**src/rtl/pixel_mode_proc.sv**
```systemverilog
// rtl/pixel_mode_proc.sv - 3-stage per-frame pixel mode processor (pass/invert/gray/binary)
// Mode and threshold are latched on a VSYNC rise and ride the pipeline with each pixel.
module pixel_mode_proc #(
    parameter int CW     = 8,
    parameter int FCNT_W = 16
) (
    input  logic              i_clk,
    input  logic              i_rst,
    input  logic              i_VDE,
    input  logic              i_HSYNC,
    input  logic              i_VSYNC,
    input  logic [3*CW-1:0]   i_pixelData,
    input  logic [1:0]        i_mode,
    input  logic [CW-1:0]     i_thresh,
    output logic              o_VDE,
    output logic              o_HSYNC,
    output logic              o_VSYNC,
    output logic [3*CW-1:0]   o_pixelData,
    output logic [1:0]        o_modeActive,
    output logic [FCNT_W-1:0] o_frameCnt
);

    localparam int SW = CW + 10;

    localparam logic [1:0] MODE_PASS = 2'd0;
    localparam logic [1:0] MODE_INV  = 2'd1;
    localparam logic [1:0] MODE_GRAY = 2'd2;
    localparam logic [1:0] MODE_BIN  = 2'd3;

    logic [1:0]        mode_act_q, mode_act_d;
    logic [CW-1:0]     thr_act_q,  thr_act_d;
    logic [FCNT_W-1:0] fcnt_q,     fcnt_d;

    logic              s1_vde_q,  s1_vde_d;
    logic              s1_hs_q,   s1_hs_d;
    logic              s1_vs_q,   s1_vs_d;
    logic [3*CW-1:0]   s1_pix_q,  s1_pix_d;
    logic [1:0]        s1_mode_q, s1_mode_d;
    logic [CW-1:0]     s1_thr_q,  s1_thr_d;

    logic              s2_vde_q,  s2_vde_d;
    logic              s2_hs_q,   s2_hs_d;
    logic              s2_vs_q,   s2_vs_d;
    logic [3*CW-1:0]   s2_pix_q,  s2_pix_d;
    logic [1:0]        s2_mode_q, s2_mode_d;
    logic [CW-1:0]     s2_thr_q,  s2_thr_d;
    logic [CW-1:0]     s2_y_q,    s2_y_d;

    logic              s3_vde_q,  s3_vde_d;
    logic              s3_hs_q,   s3_hs_d;
    logic              s3_vs_q,   s3_vs_d;
    logic [3*CW-1:0]   s3_pix_q,  s3_pix_d;

    logic              vs_rise;
    logic [SW-1:0]     luma_sum;
    logic [3*CW-1:0]   mode_pix;

    always_comb begin
        // s1_vs_q doubles as the registered VSYNC used for edge detection
        vs_rise    = i_VSYNC & ~s1_vs_q;
        mode_act_d = vs_rise ? i_mode   : mode_act_q;
        thr_act_d  = vs_rise ? i_thresh : thr_act_q;
        fcnt_d     = vs_rise ? fcnt_q + FCNT_W'(1) : fcnt_q;

        s1_vde_d  = i_VDE;
        s1_hs_d   = i_HSYNC;
        s1_vs_d   = i_VSYNC;
        s1_pix_d  = i_pixelData;
        s1_mode_d = mode_act_q;
        s1_thr_d  = thr_act_q;

        luma_sum = SW'(s1_pix_q[3*CW-1:2*CW]) * SW'(77)
                 + SW'(s1_pix_q[2*CW-1:CW])   * SW'(150)
                 + SW'(s1_pix_q[CW-1:0])      * SW'(29);

        s2_vde_d  = s1_vde_q;
        s2_hs_d   = s1_hs_q;
        s2_vs_d   = s1_vs_q;
        s2_pix_d  = s1_pix_q;
        s2_mode_d = s1_mode_q;
        s2_thr_d  = s1_thr_q;
        s2_y_d    = CW'(luma_sum >> 8);

        mode_pix = s2_pix_q;
        case (s2_mode_q)
            MODE_PASS: mode_pix = s2_pix_q;
            MODE_INV:  mode_pix = ~s2_pix_q;
            MODE_GRAY: mode_pix = {3{s2_y_q}};
            MODE_BIN:  mode_pix = (s2_y_q >= s2_thr_q) ? {3*CW{1'b1}} : {3*CW{1'b0}};
            default:   mode_pix = s2_pix_q;
        endcase

        s3_vde_d = s2_vde_q;
        s3_hs_d  = s2_hs_q;
        s3_vs_d  = s2_vs_q;
        s3_pix_d = s2_vde_q ? mode_pix : {3*CW{1'b0}};
    end

    always_ff @(posedge i_clk or posedge i_rst) begin
        if (i_rst) begin
            mode_act_q <= MODE_PASS;
            thr_act_q  <= '0;
            fcnt_q     <= '0;
            s1_vde_q   <= 1'b0;
            s1_hs_q    <= 1'b0;
            s1_vs_q    <= 1'b0;
            s1_pix_q   <= '0;
            s1_mode_q  <= MODE_PASS;
            s1_thr_q   <= '0;
            s2_vde_q   <= 1'b0;
            s2_hs_q    <= 1'b0;
            s2_vs_q    <= 1'b0;
            s2_pix_q   <= '0;
            s2_mode_q  <= MODE_PASS;
            s2_thr_q   <= '0;
            s2_y_q     <= '0;
            s3_vde_q   <= 1'b0;
            s3_hs_q    <= 1'b0;
            s3_vs_q    <= 1'b0;
            s3_pix_q   <= '0;
        end else begin
            mode_act_q <= mode_act_d;
            thr_act_q  <= thr_act_d;
            fcnt_q     <= fcnt_d;
            s1_vde_q   <= s1_vde_d;
            s1_hs_q    <= s1_hs_d;
            s1_vs_q    <= s1_vs_d;
            s1_pix_q   <= s1_pix_d;
            s1_mode_q  <= s1_mode_d;
            s1_thr_q   <= s1_thr_d;
            s2_vde_q   <= s2_vde_d;
            s2_hs_q    <= s2_hs_d;
            s2_vs_q    <= s2_vs_d;
            s2_pix_q   <= s2_pix_d;
            s2_mode_q  <= s2_mode_d;
            s2_thr_q   <= s2_thr_d;
            s2_y_q     <= s2_y_d;
            s3_vde_q   <= s3_vde_d;
            s3_hs_q    <= s3_hs_d;
            s3_vs_q    <= s3_vs_d;
            s3_pix_q   <= s3_pix_d;
        end
    end

    assign o_VDE        = s3_vde_q;
    assign o_HSYNC      = s3_hs_q;
    assign o_VSYNC      = s3_vs_q;
    assign o_pixelData  = s3_pix_q;
    assign o_modeActive = mode_act_q;
    assign o_frameCnt   = fcnt_q;

endmodule

```
**config.mk**
```make
export PLATFORM = sky130hd
export DESIGN_NAME = pixel_mode_proc
export DESIGN_NICKNAME = d
export VERILOG_FILES = /design/src/rtl/pixel_mode_proc.sv
export SDC_FILE = /design/constraint.sdc
export NUM_CORES = 1
export LEC_CHECK = 0
export ABC_AREA = 1
export CAP_MARGIN = 20
export CORE_MARGIN = 1.5
export CORE_UTILIZATION = 60
export DETAILED_ROUTE_END_ITERATION = 6
export DONT_BUFFER_PORTS = 1
export GPL_ROUTABILITY_DRIVEN = 0
export GPL_TIMING_DRIVEN = 0
export PLACE_DENSITY = 0.73
export SETUP_SLACK_MARGIN = 0.2
export SYNTH_ARGS = -nofsm -noshare
export SYNTH_HDL_FRONTEND = slang
export SYNTH_SLANG_ARGS = --single-unit
```
**constraint.sdc**
```tcl
create_clock -name i_clk -period 8 [get_ports i_clk]
set_clock_uncertainty 0.05 [all_clocks]
set_input_delay 1.6 -clock i_clk [delete_from_list [all_inputs] [get_ports i_clk]]
set_output_delay 1.6 -clock i_clk [all_outputs]
set_load 0.005 [all_outputs]
```
# After elaboration in Yosys (flattened, before gate mapping)
# Index checks and enable logic that the tools add are counted.
[op_classes] n_eq_ne=3 mux=3 reduce_logical=1 n_bitwise=3 mul=3 magnitude_cmp=1 addsub=3
[ops] op="case mux 24 bit (4 select lines)" n=1
[ops] op="2-to-1 mux 24 bit" n=2
[ops] op="multiplier 8 x 7 -> 15 bit, second input constant" n=2
[ops] op="inverter 24 bit" n=1
[ops] op="adder 15 x 16 -> 16 bit" n=1
[ops] op="adder 16 x 1 -> 16 bit, second input constant" n=1
[ops] op="adder 16 x 13 -> 16 bit" n=1
[ops] op="multiplier 8 x 5 -> 13 bit, second input constant" n=1
[ops] op=">= comparator 8 bit" n=1
[ops] op="equality test 2 bit, second input constant" n=2
[ops] op="equality test 2 x 1 -> 1 bit, second input constant" n=1
[ops] op="zero test 2 bit" n=1
[ops] op="bitwise AND 1 bit" n=1
[ops] op="inverter 1 bit" n=1
[word_totals] inputBits=39 elab_cells=37 reg_bits=135 output_inout_bits=45

# Logic depth before layout (Yosys ltp)
# Gate-level depths: netlist of the first run.
[depth] ltp_word=4 ltp_mapped=27 mapped_depth_nobuf=27

# Worst setup path after synthesis of the first run
# Ideal clock, no wire load.
[synth_timing] path_kind="register to register" startpoint="reg s1_pix_q[13]" endpoint="reg s2_y_q[5]" setup_slack_ns=2.122 required_ns=7.833 stages_incl_launch_ff=27 arrival_time_ns=5.711 setup_ns=0.117 path_buffers=0 period_less_slack_ns=5.878 path_cell_list="dfrtp_1 > ha_1 > ha_1 > ha_1 > inv_1 > fa_1 > inv_1 > ha_1 > a21oi_1 > inv_1 > a31oi_1 > xnor2_1 > fa_1 > fa_1 > inv_1 > fa_1 > fa_1 > inv_1 > ha_1 > nand2_1 > inv_2 > a21oi_1 > inv_1 > a21oi_1 > nand2_1 > nand2_1 > nand2_1"
[synth_between] elab_chain_len=3
[synth_lines] element="from (decl)" line="37" text="logic [3*CW-1:0] s1_pix_q, s1_pix_d;"
[synth_lines] element="from (signal assigned)" line="128" text="s1_pix_q <= s1_pix_d;"
[synth_lines] element="multiplier 8 x 7 -> 15 bit" line="73" text="+ SW'(s1_pix_q[2*CW-1:CW]) * SW'(150)"
[synth_lines] element="adder 15 x 16 -> 16 bit" line="73"
[synth_lines] element="adder 16 x 13 -> 16 bit" line="74" text="+ SW'(s1_pix_q[CW-1:0]) * SW'(29);"
[synth_lines] element="via luma_sum[13]" line="55" text="logic [SW-1:0] luma_sum;"
[synth_lines] element="to (signal assigned)" line="137" text="s2_y_q <= s2_y_d;"
[synth_lines] element="to (decl)" line="47" text="logic [CW-1:0] s2_y_q, s2_y_d;"
# The timed path passes the listed nets, and every way through them passes these cells.
# A chain may end at the register's enable or synchronous reset.

# Worst setup path in the final report of the first run
# Same ends and word-level chain as after synthesis.

==> reports/qor.csv, run 1 <==
stage;metric;value;unit
outcome;status;complete, no violations;
synthesis;synth.ff_latch_count;135;
finish;multiInputGateArea;4090;sq um
sta;max_freq;153;MHz
clocking;clk_transition_reported_paths;0.07;ns
finish;nFillCells;1024;
critical_path;worst_setup_path_end_kind;register;
finish;signed_area_change_from_the_synthesized_netlist_to_the_final_layout;10.1;%
synthesis;mappedNetlistArea;8250;sq um
placed_design;buffers_added_on_ports;0;
synthesis;syn_area_per_cell;9.65;sq um
route;ant_nets;0;
pwr;vdd_ir_drop_max;0.457;mV
synthesis;synthesis.yosys.warnings;0;
synthesis;asyncSetResetFlopFracSynth;100;%
clocking;clk-insertion-delay-late;0.43;ns
critical_path;critPathTopFamily;adder cells;
clocking;cts.repair_timing.setup_buffer_count;0;
pwr;power_leakage;5.08;nW
route;route.detailed.wl_per_inst;16.0;um
finish;final-instance-count-excl-fill;1064;
sta;slew_violations;0;
sta;min_period;6.52;ns
route;drt-total-wl;17000;um
clocking;cts_resized;0;
floorplanning;design.portCount;84;
synthesis;ys_seq_area_share;41.0;%
floorplanning;fp.dieArea;14500;sq um
floorplanning;die_height;120;um
critical_path;cp_data_arrival_time;6.77;ns
finish;design.final.nets;1062;
hold_path;hp-class;reg -> reg;
finish;layout.area.seq;3380;sq um
critical_path;critical-path-top-cell-by-count;sky130_fd_sc_hd__inv_1;
clocking;cts.sink_count;135;
sta;hold_violations;0;
sta;grt_setup_unrepaired;no;
synthesis;yosys.cell_count.top_type;sky130_fd_sc_hd__inv_1;
floorplanning;die-width;120;um
critical_path;critPathBufInv;6;
route;remaining_drcs;0;
global_routing;number_of_global_route_vias_before_repair;6107;
clocking;root_buffer;sky130_fd_sc_hd__clkbuf_16;
synthesis;synth_largest_type_area_fraction;41.0;%
synthesis;synth.top_cells.by_count;184 x sky130_fd_sc_hd__inv_1, 157 x sky130_fd_sc_hd__nand2_1, 135 x sky130_fd_sc_hd__dfrtp_1;
placed_design;dpl.hpwl;12900;um
critical_path;crit_fanout;6;
critical_path;required;8.26;ns
synthesis;yosysUniqueCellTypes;32;
finish;diodes;0;
synthesis;synth.top_cells.by_area;sky130_fd_sc_hd__dfrtp_1 41%, sky130_fd_sc_hd__ha_1 14%, sky130_fd_sc_hd__fa_1 13%, sky130_fd_sc_hd__inv_1 8.4%, sky130_fd_sc_hd__nand2_1 7.1%;
global_routing;globalRoute.totalOverflow;0;
global_routing;antenna_found_initial;0;
flow_run;max_cap_viol_count;0;
sta;max-slew-margin-rel;60.7;%
critical_path;critical_path.slowest_cell;sky130_fd_sc_hd__fa_1;
global_routing;grt_max_degree;71;
synthesis;yosys_most_used_dff;sky130_fd_sc_hd__dfrtp_1;
sta;fin_crit_sh;81.4;%
route;dr_total_vias;5803;
global_routing;grt_first_pass_wirelength;28800;um
synthesis;syn-instance-count;855;
route;via_per_inst;5.45;
synthesis;synth.net_count;1042;
placed_design;placedCellCount;1032;
synthesis;cell_taking_the_most_area_after_synthesis;sky130_fd_sc_hd__dfrtp_1;
floorplanning;start_util;61.8;%
finish;final_layout_size_suffix_gt1_share;6.64;%
clocking;hold_buffers;0;
critical_path;critical_path_class;reg -> reg;
sta;worstMarginPinSlew;0.590;ns
critical_path;worst_setup_path_start_kind;register;
critical_path;cpPeakStageDelay;0.55;ns
route;drt-initial-drc-count;617;
global_routing;groute.usage.overall;25.9;%
sta;fin_tns_setup;0;ns
route;drtPass1Iterations;6;
floorplanning;coreArea;13300;sq um
sta;report.final.setup_viol;0;
clocking;ctsHtreeMaxLevel;4;
pwr;power.density_cell_area;468;nW/um^2
clocking;tritoncts_clock_tree;done;
synthesis;synth-edff-count;0;
clocking;tritoncts.num_buffers;17;
clocking;max-clock-path-buffers;2;
floorplanning;rows;42;
sequential cells by signal, indices dropped and copies added (netlist names), 2 cells and up:
name / cells
o_frameCnt: 16
o_modeActive: 2
o_pixelData: 24
s1_mode_q: 2
s1_pix_q: 24
s1_thr_d: 8
s1_thr_q: 8
s2_mode_q: 2
s2_pix_q: 24
s2_thr_q: 8
s2_y_q: 8
cell type report:
class                           count  share of cell area (%)
Tap cell                          176                    2.42
Multi-Input combinational cell    516                    45.0
Buffer                             12                   0.661
Timing Repair Buffer                1                   0.303
Inverter                          192                    7.99
Clock inverter                     15                    1.69
Clock buffer                       17                    4.68
Sequential cell                   135                    37.2
worst paths after layout:
path                                   startpoint                        end  slack, ns  cells after the start
min reg2reg                 s1_thr_q[3]$_DFF_PP0_      s2_thr_q[3]$_DFF_PP0_       0.30                      0
min                         s1_thr_q[3]$_DFF_PP0_      s2_thr_q[3]$_DFF_PP0_       0.30                      0
max                        s1_pix_q[13]$_DFF_PP0_        s2_y_q[5]$_DFF_PP0_       1.48                     26
max reg2reg                s1_pix_q[13]$_DFF_PP0_        s2_y_q[5]$_DFF_PP0_       1.48                     26
max in group asynchronous                   i_rst      s1_pix_q[4]$_DFF_PP0_       6.11                      2
min in group asynchronous                   i_rst  o_frameCnt[7]$_DFFE_PP0P_       1.06                      1
logic make-up after synthesis:
| group | after synthesis | synth area share, % |
|---|---|---|
| and+or+nand+nor | 260 | 14.2 |
| DFF | 135 | 41.0 |
| xor gates and xnor gates | 25 | 2.65 |
| AOI/OAI and AO/OA | 83 | 5.25 |
| buffers and inverters | 204 | 9.46 |
| adders and majority gates | 148 | 27.5 |
where the power goes:
group          internal (mW)  leakage [nW]  switching, mW
clock network          0.416         0.279          0.340
logic                  0.958          3.15           1.66
registers              0.798          1.66         0.0792
total                   2.17          5.08           2.08
routing by layer:
layer  share of wire, %  routed length, um  global-route usage, %
met3                5.7                972                   5.57
met2                 50               8550                   44.7
met1                 41               6950                   31.8
met4                3.2                548                   10.7
met5                  0                  0                      0
per-stage QoR:
stage / util, % / instance area (sq um) / setup slack, ns / hold slack (ns) / total power [mW]
after floorplan: - / 8250 / 2.12 / 0.281 / 2.82
after global placement: 63.5 / 8470 / 1.65 / 0.283 / 3.30
after detailed placement: 63.7 / 8500 / 1.60 / 0.285 / 3.40
after CTS: 68.0 / 9080 / 1.58 / 0.297 / 4.21
after global routing: 68.0 / 9080 / 1.30 / 0.296 / 4.68
final: 68.0 / 9080 / 1.48 / 0.295 / 4.25
placed cells by master, fill, tap and decap left out, types with 7 or more instances in the layout:
cell type | synthesis | layout
sky130_fd_sc_hd__inv_6 | 0 | 8
sky130_fd_sc_hd__nand2_1 | 157 | 157
sky130_fd_sc_hd__fa_1 | 55 | 55
sky130_fd_sc_hd__nand3_1 | 50 | 50
sky130_fd_sc_hd__nor2_1 | 24 | 24
sky130_fd_sc_hd__inv_1 | 184 | 183
sky130_fd_sc_hd__o21ai_1 | 9 | 9
sky130_fd_sc_hd__xor2_1 | 10 | 10
sky130_fd_sc_hd__clkbuf_1 | 10 | 10
sky130_fd_sc_hd__xnor2_1 | 15 | 15
sky130_fd_sc_hd__nand4_1 | 9 | 9
sky130_fd_sc_hd__o21ai_0 | 20 | 20
sky130_fd_sc_hd__ha_1 | 93 | 93
sky130_fd_sc_hd__inv_2 | 7 | 7
sky130_fd_sc_hd__dfrtp_1 | 135 | 135
sky130_fd_sc_hd__a21oi_1 | 46 | 46
sky130_fd_sc_hd__clkbuf_16 | 0 | 17
No activity file was read; power rests on OpenSTA's default activity.
==> run 2, diff against run 1 <==
CORE_UTILIZATION = 58   (was 60)
clock period = 5.55 ns   (was 8 ns; I/O delays follow)
==> run 2 against run 1 <==
Effect of this change:
- count of clock-buffer cells in the layout unchanged
- critical path depth down 1
- final cell count up 2.0%
- wire length up 4.0%
- first-iteration DRC count down 36%
- the flow now finishes with violations (setup timing)
- setup slack worse by 1.6 ns
- critical endpoint is now s2_y_q[3]$_DFF_PP0_
- sequential share of layout area down 2.3 points
- global-route usage down 0.90 points
- largest cell class unchanged
- worst hold slack better by 0.0015 ns
- non-clock buffer count up 17
==> reports/qor.csv, run 2 (synthesized netlist as in run 1, its figures left out) <==
stage;metric;value;unit;change
outcome;status;complete, but fails checks;;
outcome;violated_checks;setup timing;;
sta;max_freq;177;MHz;+15%
finish;design.final.nets;1079;;+1.6%
clocking;max-clock-path-buffers;2;;unchanged
finish;diodes;0;;unchanged
flow_run;max_cap_viol_count;0;;unchanged
route;top_layer_used;met4;;
floorplanning;rows;43;;+2.4%
floorplanning;die-width;122;um;+1.7%
sta;min_period;5.66;ns;-0.858 ns
placed_design;pre_cts_setup_slack;-0.351;ns;-1.96 ns
global_routing;number_of_global_route_vias_before_repair;5875;;-3.8%
sta;max-slew-margin-rel;67.8;%;+7.1 points
floorplanning;start_util;59.4;%;-2.4 points
critical_path;crit_fanout;4;;-2
route;remaining_drcs;0;;unchanged
route;routed_length_on_met2;9210;um;+7.8%
critical_path;worst_setup_path_start_kind;register;;
global_routing;groute.usage.overall;25.0;%;-0.90 points
floorplanning;coreArea;13900;sq um;+4.0%
floorplanning;design.portCount;84;;unchanged
clocking;tritoncts.num_buffers;17;;unchanged
critical_path;critical_path_class;reg -> reg;;
route;dr_total_vias;5696;;-1.8%
route;drt-initial-drc-count;397;;-36%
global_routing;globalRoute.totalOverflow;0;;unchanged
sta;grt_setup_unrepaired;yes;;
finish;mostFrequentLayoutCell;sky130_fd_sc_hd__inv_1;;
finish;final_layout_size_suffix_gt1_share;16.5;%;+9.8 points
route;dr_wl_met3;826;um;-15%
finish;top_library_cells_by_usage_in_the_layout_fill_and_taps_aside;175 x sky130_fd_sc_hd__inv_1, 142 x sky130_fd_sc_hd__nand2_1, 131 x sky130_fd_sc_hd__dfrtp_1;;
clocking;clk-insertion-delay-late;0.42;ns;about the same
sta;hold_violations;0;;unchanged
clocking;tritoncts_clock_tree;done;;
critical_path;worst_setup_path_end_kind;register;;
clocking;root_buffer;sky130_fd_sc_hd__clkbuf_16;;
clocking;clk_transition_reported_paths;0.07;ns;about the same
route;via_per_inst;5.25;;-3.7%
finish;signed_area_change_from_the_synthesized_netlist_to_the_final_layout;17.6;%;
global_routing;grt_max_degree;104;;+46%
clocking;cts.sink_count;135;;unchanged
floorplanning;fp.dieArea;14900;sq um;+3.4%
critical_path;required;5.84;ns;-2.42 ns
route;ant_nets;0;;unchanged
route;drt-total-wl;17700;um;+4.0%
route;metal_1_wl;7290;um;+4.9%
global_routing;grt_first_pass_wirelength;28400;um;-1.3%
placed_design;dpl.hpwl;12000;um;-7.6%
finish;nFillCells;996;;-2.7%
route;route.detailed.wl_per_inst;16.3;um;+2.0%
sta;postLayoutSetupSlackWorst;-0.107;ns;-1.59 ns
sta;report.final.setup_viol;5;;+5
route;drtPass1Iterations;5;;-1
sta;fin_crit_sh;102;%;+20 points
global_routing;antenna_found_initial;0;;unchanged
sta;slew_violations;0;;unchanged
critical_path;cp_data_arrival_time;5.94;ns;-0.83 ns
clocking;hold_buffers;0;;unchanged
hold_path;hp-class;reg -> reg;;
clocking;ctsHtreeMaxLevel;4;;unchanged
floorplanning;die_height;122;um;+1.7%
placed_design;buffers_added_on_ports;0;;unchanged
sta;worstMarginPinSlew;0.483;ns;-0.107 ns
-- run 2: area by class of cell --
class | instances | area, sq um | area share (%)
Inverter | 192 | 728 | 7.50
Clock buffer | 17 | 425 | 4.38
Buffer | 12 | 60.1 | 0.619
Multi-Input combinational cell | 516 | 4540 | 46.8
Tap cell | 180 | 225 | 2.32
Clock inverter | 15 | 175 | 1.81
Timing Repair Buffer | 18 | 166 | 1.71
Sequential cell | 135 | 3380 | 34.9
-- run 2: worst max-delay path, stage by stage (launching register included) --
cell and delay (ns):
sky130_fd_sc_hd__dfrtp_2 0.44, sky130_fd_sc_hd__ha_4 0.29, sky130_fd_sc_hd__ha_4 0.20, sky130_fd_sc_hd__ha_4 0.26, sky130_fd_sc_hd__inv_2 0.03, sky130_fd_sc_hd__fa_1 0.49
sky130_fd_sc_hd__inv_2 0.05, sky130_fd_sc_hd__ha_4 0.24, sky130_fd_sc_hd__a21oi_4 0.14, sky130_fd_sc_hd__inv_2 0.07, sky130_fd_sc_hd__a31oi_4 0.17, sky130_fd_sc_hd__xnor2_2 0.10
sky130_fd_sc_hd__fa_1 0.54, sky130_fd_sc_hd__fa_1 0.44, sky130_fd_sc_hd__inv_1 0.09, sky130_fd_sc_hd__fa_2 0.44, sky130_fd_sc_hd__fa_1 0.51, sky130_fd_sc_hd__inv_2 0.05
sky130_fd_sc_hd__ha_4 0.29, sky130_fd_sc_hd__nand2_4 0.06, sky130_fd_sc_hd__inv_4 0.07, sky130_fd_sc_hd__nand2_4 0.05, sky130_fd_sc_hd__or2_1 0.24, sky130_fd_sc_hd__nand3_2 0.08
sky130_fd_sc_hd__nor2_2 0.05, sky130_fd_sc_hd__nor2_2 0.15
-- run 2: timing repair --
action,in CTS,in global routing
gates resized for setup,37,45
hold endpoints to repair,0,0
setup buffers,11,6
endpoints found under the setup margin,8,8
pin swaps,38,26
-- run 2: final timing paths --
check / from / endpoint / slack [ns] / cells after the start
max: s1_pix_q[11]$_DFF_PP0_ / s2_y_q[3]$_DFF_PP0_ / -0.11 / 25
min: s1_thr_q[4]$_DFF_PP0_ / s2_thr_q[4]$_DFF_PP0_ / 0.30 / 0
max reg2reg: s1_pix_q[11]$_DFF_PP0_ / s2_y_q[3]$_DFF_PP0_ / -0.11 / 25
min reg2reg: s1_thr_q[4]$_DFF_PP0_ / s2_thr_q[4]$_DFF_PP0_ / 0.30 / 0
max in group asynchronous: i_rst / s1_pix_q[12]$_DFF_PP0_ / 4.21 / 2
min in group asynchronous: i_rst / o_HSYNC$_DFF_PP0_ / 0.47 / 1
-- run 2: per-layer routing --
| layer | up-vias | track usage [%] |
|---|---|---|
| li1 | 2716 | - |
| met1 | 2797 | 31.9 |
| met2 | 154 | 43.8 |
| met3 | 29 | 4.55 |
| met4 | 0 | 7.12 |
| met5 | - | 0 |
-- run 2: through the flow --
step	instances	setup TNS, ns	area (sq um)	util (%)	hold slack, ns
floorplan	855	0	8320	-	0.281
global placement	1035	-54.20	8540	61.5	0.283
detailed placement	1036	-1.77	8570	61.8	0.285
CTS	1079	-0.527	9430	68.0	0.295
global route	1085	-1.94	9700	69.9	0.296
finish	1085	-0.353	9700	69.9	0.297
Power of run 2 is not shown: default switching activity piles up to over one toggle a cycle in this logic, so the estimate is an artifact.
==> patch: new RTL, config.mk and constraints of run 2 <==
`s1_pix_q`, `s2_pix_q` and `s3_pix_q` no longer have a reset.
--- a/src/rtl/pixel_mode_proc.sv
+++ b/src/rtl/pixel_mode_proc.sv
@@ -106,3 +106,2 @@
             s1_vs_q    <= 1'b0;
-            s1_pix_q   <= '0;
             s1_mode_q  <= MODE_PASS;
@@ -112,3 +111,2 @@
             s2_vs_q    <= 1'b0;
-            s2_pix_q   <= '0;
             s2_mode_q  <= MODE_PASS;
@@ -119,3 +117,2 @@
             s3_vs_q    <= 1'b0;
-            s3_pix_q   <= '0;
         end else begin
@@ -127,3 +124,2 @@
             s1_vs_q    <= s1_vs_d;
-            s1_pix_q   <= s1_pix_d;
             s1_mode_q  <= s1_mode_d;
@@ -133,3 +129,2 @@
             s2_vs_q    <= s2_vs_d;
-            s2_pix_q   <= s2_pix_d;
             s2_mode_q  <= s2_mode_d;
@@ -140,4 +135,9 @@
             s3_vs_q    <= s3_vs_d;
-            s3_pix_q   <= s3_pix_d;
         end
+    end
+
+    always_ff @(posedge i_clk) begin
+        s1_pix_q <= s1_pix_d;
+        s2_pix_q <= s2_pix_d;
+        s3_pix_q <= s3_pix_d;
     end
Formal check against the unedited RTL: differs if i_rst is asserted again (counterexample within 4 cycles, from zero or initial values and one cycle with i_rst high); with i_rst held inactive, the same outputs for 4 cycles.
==> patch against run 2 <==
- the flow finishes with violations (DRC)
- design area shrank 4.8%
- synthesized cell count grew 2.2%
- non-clock buffer count is the same
- sequential cell count is the same
- setup slack gained 0.13 ns
- routed wire length shrank 12%
- die area shrank 3.6%
- area after synthesis shrank 3.7%
- maximum frequency grew 2.3%
Power is left out: the tool's default activity adds up to more than one toggle a clock period on the data nets, which glitch-free logic cannot reach.
==> patch: results (changes against run 2) <==
Clock network
After clock tree synthesis, the clock-pin slew on the worst setup and hold paths is about 0.060 ns. The clock insertion delay at the later pin of the skew report came to 0.42 ns (about the same). The number of buffers on the longest clock path is 2 (unchanged). The cell chosen for the clock root is sky130_fd_sc_hd__clkbuf_16 (unchanged).

The CTS H-tree depth is 4 (unchanged). The number of buffers created by CTS is 17 (unchanged).

Global routing
The routing usage on met2 is 0.390 (was 0.438). The most crowded layer after global routing is met2 (unchanged). The met3 track demand over resource in global routing is 0.0566 (was 0.0455). The met1 track demand over resource is 0.304 (was 0.319). The number of antenna violations at the first check in global routing is 0 (unchanged). The first-pass GRT wire length was 26.4 mm (was 28.4 mm). The via count of the first global-routing pass is 5632 (was 5875). The pin count of the biggest net entering global routing is 45 (was 104). The total track usage was 0.236 (was 0.250).

Job
The number of max-capacitance violations reported is 0 (unchanged).

Synthesis
The flip-flop cell with the highest count after synthesis is sky130_fd_sc_hd__dfxtp_1 (was sky130_fd_sc_hd__dfrtp_1). The cell count after synthesis is 874 (was 855). The fraction of registers with async set or reset after synthesis was 0.467 (was 1.00). Leading cell types by count after synthesis: 193 x sky130_fd_sc_hd__inv_1, 170 x sky130_fd_sc_hd__nand2_1, 93 x sky130_fd_sc_hd__ha_1, 72 x sky130_fd_sc_hd__dfxtp_1, 63 x sky130_fd_sc_hd__dfrtp_1 (was 184 x sky130_fd_sc_hd__inv_1, 157 x sky130_fd_sc_hd__nand2_1, 135 x sky130_fd_sc_hd__dfrtp_1, 93 x sky130_fd_sc_hd__ha_1, 55 x sky130_fd_sc_hd__fa_1). The sequential element share of the synthesized area came to 0.380 (was 0.410). The count of yosys warnings during synthesis is 0 (unchanged). The unique cell type count in the Yosys netlist is 32 (unchanged).

Cell types occupying the most area after synthesis: sky130_fd_sc_hd__dfrtp_1 20%, sky130_fd_sc_hd__dfxtp_1 18%, sky130_fd_sc_hd__ha_1 15% (was sky130_fd_sc_hd__dfrtp_1 41%, sky130_fd_sc_hd__ha_1 14%, sky130_fd_sc_hd__fa_1 13%).

Placed design
The worst setup slack before clock tree synthesis is -0.226 ns (was -0.351 ns). The post-placement cell count is 1051 (was 1036). The post-DP HPWL is 12.0 mm (about the same). The count of input and output buffers is 0 (unchanged).

Drt
The routed wire length is 15.6 mm (was 17.7 mm). The number of detailed-route iterations in the first pass is 7 (was 5). The initial DRC count is 393 (was 397). The via count normalized by instance count is 5.03 (was 5.25). The final routed DRC violation total was 2 (was 0). The routed length per instance came to 14.2 µm (was 16.3 µm).

Critical path
The cell family contributing the most delay on the critical path is adder cells (unchanged). The maximum fanout count along the critical path is 4 (unchanged). The maximum cell stage delay along the critical path was 0.51 ns (was 0.54 ns).

The slowest stage cell on the critical path is sky130_fd_sc_hd__fa_1 (unchanged).

Status
Outcome: finished with violations (unchanged). Violated checks: DRC (was setup timing).

Worst hold path
The class of the most critical hold timing path is register to register (unchanged).

Layout
The number of inserted diodes is 0 (unchanged). The fraction of final layout cells sized beyond drive strength 1 came to 0.142 (was 0.165). The count of nets after finishing is 1098 (was 1079).

STA
The transition time at the pin with the least slew margin is 0.465 ns (was 0.483 ns).
patch: logic make-up after synthesis:
logic type / Yosys count / share of synthesized area
buffers and inverters: 208 / 0.100
xor gates and xnor gates: 23 / 0.0263
adders and majority gates: 148 / 0.285
AOI/OAI and AO/OA: 87 / 0.0579
and+or+nand+nor: 273 / 0.151
DFF: 135 / 0.380
patch: path summary, 6_finish.rpt:
kind / startpoint / endpoint / slack (ns) / cells past startpoint
hold reg to reg: s1_thr_q[6] / s2_thr_q[6] / 0.29 / 0
setup reg to reg: s1_pix_q[13] / s2_y_q[7] / 0.02 / 28
hold / removal: s1_thr_q[6] / s2_thr_q[6] / 0.29 / 0
min in group asynchronous: i_rst / s1_vde_q / 0.53 / 1
setup / recovery: s1_pix_q[13] / s2_y_q[7] / 0.02 / 28
max in group asynchronous: i_rst / s2_mode_q[1] / 4.34 / 2
patch: stage by stage:
stage / util / instance area, µm²
final: 0.695 / 9240
after global routing: 0.695 / 9240
after CTS: 0.682 / 9060
after detailed placement: 0.623 / 8280
after global placement: 0.622 / 8260
after floorplan: - / 8040
patch: area by class of cell:
type                            count  area [µm²]
Buffer                             12        61.3
Clock buffer                       17         425
Clock inverter                     15         159
Fill cell                         989        4060
Inverter                          196         736
Multi-Input combinational cell    531        4440
Sequential cell                   135        3040
Tap cell                          176         220
Timing Repair Buffer               18         160
patch: repair_timing:
action,4_1_cts,5_1_grt
resized for setup,25,27
hold buffers,0,0
endpoints found under the setup margin,7,8
pin swaps,24,25
buffers inserted,11,6
patch: routing by layer:
| layer | vias up | wire (µm) |
|---|---|---|
| met5 | - | 0 |
| met4 | 0 | 231 |
| met3 | 14 | 686 |
| met2 | 121 | 7620 |
| met1 | 2623 | 7080 |
| li1 | 2778 | - |
